`src/rtl/sc_regbank_scroll.sv`:
```
// Row bank for the playfield renderer: clear, addressed load, timed scroll, registered readback.
// Define REGBANK_ROTATE_EN to make a scroll recirculate the bottom row into row 0.
module sc_regbank_scroll #(
    parameter int unsigned REGBANK_DATAWIDTH   = 8,
    parameter int unsigned REGBANK_DEPTH       = 8,
    parameter int unsigned REGBANK_ADDRWIDTH   = 3,
    parameter int unsigned REGBANK_PERIODWIDTH = 8
) (
    input  logic                           SC_REGBANK_CLOCK_50,
    input  logic                           SC_REGBANK_RESET_InHigh,
    input  logic                           SC_REGBANK_clear_InLow,
    input  logic                           SC_REGBANK_load_InLow,
    input  logic [REGBANK_ADDRWIDTH-1:0]   SC_REGBANK_wraddr_InBUS,
    input  logic [REGBANK_DATAWIDTH-1:0]   SC_REGBANK_data_InBUS,
    input  logic                           SC_REGBANK_scrollen_InLow,
    input  logic [REGBANK_PERIODWIDTH-1:0] SC_REGBANK_period_InBUS,
    input  logic [REGBANK_DATAWIDTH-1:0]   SC_REGBANK_newrow_InBUS,
    input  logic [REGBANK_ADDRWIDTH-1:0]   SC_REGBANK_rdaddr_InBUS,
    output logic [REGBANK_DATAWIDTH-1:0]   SC_REGBANK_data_OutBUS,
    output logic [REGBANK_DATAWIDTH-1:0]   SC_REGBANK_bottom_OutBUS,
    output logic                           SC_REGBANK_scrolltick_Out
);

    localparam int unsigned DW = REGBANK_DATAWIDTH;
    localparam int unsigned PW = REGBANK_PERIODWIDTH;

    logic [DW-1:0] rows_q [REGBANK_DEPTH];
    logic [DW-1:0] rows_d [REGBANK_DEPTH];
    logic [PW-1:0] cnt_q, cnt_d;
    logic          tick_q, tick_d;
    logic [DW-1:0] rdata_q, rdata_d;
    logic          scroll;
    logic          wr_in_range;
    logic          rd_in_range;

    assign wr_in_range = 32'(SC_REGBANK_wraddr_InBUS) < REGBANK_DEPTH;
    assign rd_in_range = 32'(SC_REGBANK_rdaddr_InBUS) < REGBANK_DEPTH;

    // Equality compare only: if period drops below cnt, cnt wraps through max before scrolling.
    assign scroll = !SC_REGBANK_scrollen_InLow && (cnt_q == SC_REGBANK_period_InBUS);

    always_comb begin
        rows_d  = rows_q;
        cnt_d   = cnt_q;
        tick_d  = 1'b0;
        rdata_d = rd_in_range ? rows_q[SC_REGBANK_rdaddr_InBUS] : '0;

        if (!SC_REGBANK_clear_InLow) begin
            for (int unsigned i = 0; i < REGBANK_DEPTH; i++) begin
                rows_d[i] = '0;
            end
            cnt_d = '0;
        end else begin
            if (SC_REGBANK_scrollen_InLow) begin
                cnt_d = '0;
            end else if (scroll) begin
                cnt_d = '0;
            end else begin
                cnt_d = cnt_q + PW'(1);
            end

            if (scroll) begin
                for (int unsigned i = 1; i < REGBANK_DEPTH; i++) begin
                    rows_d[i] = rows_q[i-1];
                end
`ifdef REGBANK_ROTATE_EN
                rows_d[0] = rows_q[REGBANK_DEPTH-1];
`else
                rows_d[0] = SC_REGBANK_newrow_InBUS;
`endif
                tick_d = 1'b1;
            end

            // Load lands on top of the shifted image so it wins for its own row.
            if (!SC_REGBANK_load_InLow && wr_in_range) begin
                rows_d[SC_REGBANK_wraddr_InBUS] = SC_REGBANK_data_InBUS;
            end
        end
    end

    always_ff @(posedge SC_REGBANK_CLOCK_50) begin
        if (SC_REGBANK_RESET_InHigh) begin
            for (int unsigned i = 0; i < REGBANK_DEPTH; i++) begin
                rows_q[i] <= '0;
            end
            cnt_q   <= '0;
            tick_q  <= 1'b0;
            rdata_q <= '0;
        end else begin
            rows_q  <= rows_d;
            cnt_q   <= cnt_d;
            tick_q  <= tick_d;
            rdata_q <= rdata_d;
        end
    end

    assign SC_REGBANK_data_OutBUS    = rdata_q;
    assign SC_REGBANK_bottom_OutBUS  = rows_q[REGBANK_DEPTH-1];
    assign SC_REGBANK_scrolltick_Out = tick_q;

endmodule
```
`config.mk`:
```
export PLATFORM = sky130hd
export DESIGN_NAME = sc_regbank_scroll
export DESIGN_NICKNAME = d
export VERILOG_FILES = /design/src/rtl/sc_regbank_scroll.sv
export SDC_FILE = /design/constraint.sdc
export NUM_CORES = 1
export LEC_CHECK = 0
export CAP_MARGIN = 25
export CORE_AREA = 2 2 89 91
export CTS_CLUSTER_DIAMETER = 50
export DETAILED_ROUTE_END_ITERATION = 8
export DIE_AREA = 0 0 91 93
export PLACE_DENSITY = 0.84
export RECOVER_POWER = 100
export SLEW_MARGIN = 20
export SYNTH_ARGS = -nofsm -noshare
export SYNTH_HDL_FRONTEND = slang
export SYNTH_SLANG_ARGS = --single-unit
```
`constraint.sdc`:
```
create_clock -name SC_REGBANK_CLOCK_50 -period 4.4 [get_ports SC_REGBANK_CLOCK_50]
set_input_delay 0.88 -clock SC_REGBANK_CLOCK_50 [delete_from_list [all_inputs] [get_ports SC_REGBANK_CLOCK_50]]
set_output_delay 0.88 -clock SC_REGBANK_CLOCK_50 [all_outputs]
set_load 0.01 [all_outputs]
```
==> reports/summary.md <==
Placement
• **IO buf count** 51
• **DP HPWL** 7529 um
• **total instance count after detailed placement** 585
• **GPL Wtd Cong** 0.8790
• **post-place instance area** 4741 um2

Timing
• **worst hold-check slack** 504.0 ps
• **Achievable Freq** 314.1 MHz
• **Final Cycle Share** 0.7236
• **Max-slew headroom** 0.07775
• **post-layout min period** 3184 ps
• **final slew viol count** 0
• **unrepaired setup endpoints after global routing** no
• **final setup violating endpoints** 0
• **Sum Neg Setup Slack** 0 ps
• **post-route clock skew** 11.07 ps
• **worst slew pin tran** 1383 ps
• **Hold Fails Final Rpt** 0

Detailed routing
• **total wirelength of the detailed-routed design** 12840 um
• **post-DR vias/cell** 7.290
• **first-iteration detailed-routing DRC count** 565
• **Met3 Routed Length** 1198 um
• **number of detailed-route iterations in the first pass** 5
• **met1 wire length** 5157 um
• **top layer in use** met4
• **antenna-violating nets left** 0
• **WL/cell** 21.36 um
• **count of unresolved DRC violations after routing** 0
• **DR vias** 4381
• **sum of met2 wire segment lengths after detailed routing** 6042 um

Global routing
• **combined global-route utilization of all metal layers** 0.3006
• **via count of the first global-routing pass** 4080
• **global-route wire length before repair** 20530 um
• **maximum number of pins on one net before global-route repair** 66
• **antenna violations before repair** 0
• **aggregate global routing overflow** 0

Power
• **Net Sw Power** 0.0004009 W
• **Sw Ratio** 0.2694
• **share of total power in the clock network** 0.382
• **Internal Dissipation** 0.001087 W
• **Comb power frac** 0.114
• **sequential cell fraction of total power** 0.504
• **Max rail drop VDD** 0.0001760 V
• **total power per unit cell area** 301.3 nW/um2
• **Leakage Power** 1.459 nW

CTS
• **sinks on the clock net** 81
• **post-CTS setup buffer count** 0
• **H-tree depth reported by CTS** 3
• **clk buf depth** 2
• **number of buffers inserted by hold repair at cts** 0
• **clock root buffer** sky130_fd_sc_hd__clkbuf_8
• **total clock buffers created by CTS** 9
• **clock transition at the registers of the reported paths** 80 ps
• **TritonCTS clock tree** built
• **Clk Latency, worst-skew pair** 360 ps
• **CTS resizes** 0

Setup path
• **Startpoint Class** input port
• **maximum cell stage delay along the critical path** 1010 ps
• **critical path arrival** 3460 ps
• **class of the most critical setup path** input port to flip-flop
• **cell type of the slowest stage on the worst timing path** sky130_fd_sc_hd__clkbuf_2
• **highest net fanout along the worst path** 65
• **required time at the endpoint of the critical path** 4680 ps
• **sum of buffers and inverters on the critical path** 2
• **Setup crit end kind** flip-flop
• **worst-path cell chain** dlygate4sd3_1 > xnor2_1 > and4_2 > clkbuf_2 > nand4_1 > a31oi_1
• **r2r setup slk** 1900 ps
• **largest delay contributor family on the critical path** buffers and inverters

Synthesis
• **Netlist cell types** 23
• **synthesized cell area** 4454 um2
• **synthesized netlist net count** 528
• **post-synthesis sequential area ratio** 0.3640
• **gate count after technology mapping** 492
• **number of synthesized register bits** 81
• **Synth warnings** 0
• **average cell area after synthesis** 9.053 um2

Finish
• **most frequent cells in the layout** 81 x sky130_fd_sc_hd__dfxtp_1, 66 x sky130_fd_sc_hd__nand4_1, 64 x sky130_fd_sc_hd__o31ai_1, 64 x sky130_fd_sc_hd__o21ai_0, 64 x sky130_fd_sc_hd__a31oi_1
• **fillcell total** 622
• **Storage cell area** 1622 um2
• **number of nets in the layout** 530
• **fin cells** 601
• **leading cell type in the layout, fill and taps excluded** sky130_fd_sc_hd__dfxtp_1
• **layout overhead on the synthesized area** 10.87%
• **final design instance area without fill** 4938 um2
• **fraction of layout cells with a size suffix above 1** 0.09419
• **area of the multi-input gates** 2391 um2
• **number of antenna cells inserted** 0

Hold path
• **worst min-delay path category** flip-flop to flip-flop

Outcome
• **status** complete, no violations

Floorplanning
• **num ports** 52
• **CORE AREA** 7527 um2
• **Die H** 93 um
• **Die Width** 91 um
• **area of the die** 8463 um2
• **count of standard-cell rows** 32
• **Initial Utilization** 0.5918

Run
• **max-cap viol count** 0

[sequential cells by signal, indices dropped and copies added (netlist names)]
name / count
SC_REGBANK_bottom_OutBUS: 8
cnt_q: 8
SC_REGBANK_data_OutBUS: 8
rows_q: 56
SC_REGBANK_scrolltick_Out: 1
[layout make-up]
class	count	area share
multi-input combinational	338	0.4842
sequential	81	0.3284
timing repair buffer	62	0.1186
clock buffer	11	0.02863
tap	102	0.02584
clock inverter	5	0.01292
inverter	2	0.001520
[power groups by stage]
stage / clock [W] / sequential [W] / combinational (W)
2_1_floorplan: 0 / 0.000765 / 0.000107
3_3_place_gp: 0 / 0.000766 / 0.000162
3_5_place_dp: 0 / 0.000767 / 0.000166
4_1_cts: 0.000570 / 0.000750 / 0.000167
5_1_grt: 0.000600 / 0.000751 / 0.000181
6_report: 0.000568 / 0.000750 / 0.000169
[cell usage after synthesis]
| cell | number | area share |
|---|---|---|
| sky130_fd_sc_hd__inv_1 | 2 | 0.0017 |
| sky130_fd_sc_hd__dfxtp_1 | 81 | 0.36 |
| sky130_fd_sc_hd__clkbuf_1 | 29 | 0.024 |
| sky130_fd_sc_hd__nor2b_1 | 4 | 0.0056 |
| sky130_fd_sc_hd__buf_1 | 1 | 0.00084 |
| sky130_fd_sc_hd__mux2i_1 | 8 | 0.018 |
| sky130_fd_sc_hd__and4_1 | 3 | 0.0059 |
| sky130_fd_sc_hd__buf_2 | 11 | 0.012 |
| sky130_fd_sc_hd__nand4_1 | 66 | 0.093 |
| sky130_fd_sc_hd__mux4_2 | 16 | 0.081 |
| sky130_fd_sc_hd__o21ai_0 | 64 | 0.072 |
| sky130_fd_sc_hd__ha_1 | 1 | 0.0028 |
| sky130_fd_sc_hd__o31ai_1 | 64 | 0.11 |
| sky130_fd_sc_hd__xnor2_1 | 9 | 0.018 |
| sky130_fd_sc_hd__o211ai_2 | 1 | 0.0028 |
| sky130_fd_sc_hd__buf_6 | 11 | 0.028 |
| sky130_fd_sc_hd__xor2_1 | 5 | 0.0098 |
| sky130_fd_sc_hd__a31oi_1 | 64 | 0.090 |
| sky130_fd_sc_hd__and3_1 | 2 | 0.0028 |
| sky130_fd_sc_hd__nor2_1 | 18 | 0.015 |
| sky130_fd_sc_hd__nand3_1 | 7 | 0.0079 |
| sky130_fd_sc_hd__buf_4 | 19 | 0.032 |
| sky130_fd_sc_hd__nand2_1 | 6 | 0.0051 |
[through the flow]
stage	total power [W]	setup WS, ps	util
after global placement	0.0009285	1322	0.6298
after CTS	0.001486	1675	0.6571
after floorplan	0.0008718	2358	-
after global routing	0.001532	1110	0.6561
final	0.001488	1216	0.6561
after detailed placement	0.0009332	1315	0.6298
[per-layer routing]
layer	global-route usage	vias to the layer above
li1	-	1955
met1	0.3939	2073
met2	0.4685	310
met3	0.06849	43
met4	0.1528	0
met5	0	-
[kinds of logic (layout without fill, tap and decap cells)]
group	count (synthesis)	count (layout)	synth area share
adders and majority gates	1	1	0.002809
and+or+nand+nor	106	106	0.1351
muxes	24	24	0.09888
buffers and inverters	73	80	0.09916
DFF	81	81	0.3640
AOI/OAI and AO/OA	193	193	0.2725
xor gates and xnor gates	14	14	0.02753
[path summary, 6_finish.rpt]
| path | cells past startpoint | endpoint | startpoint |
|---|---|---|---|
| worst min-delay path | 2 | rows_q[54] | rows_q[54] |
| worst max register to register | 5 | rows_q[62] | cnt_q[1] |
| worst min register to register | 2 | rows_q[54] | rows_q[54] |
| worst max-delay path | 6 | rows_q[62] | SC_REGBANK_period_InBUS[7] |
[worst reg2reg max path: cells and delay by family (launching register included)]
kind	cells	cell delay, ps
buffers and inverters	1	1010
and+or+nand+nor	2	560
DFF	1	430
AOI/OAI and AO/OA	1	250
xor gates and xnor gates	1	170
(Power assumes the default switching activity.)
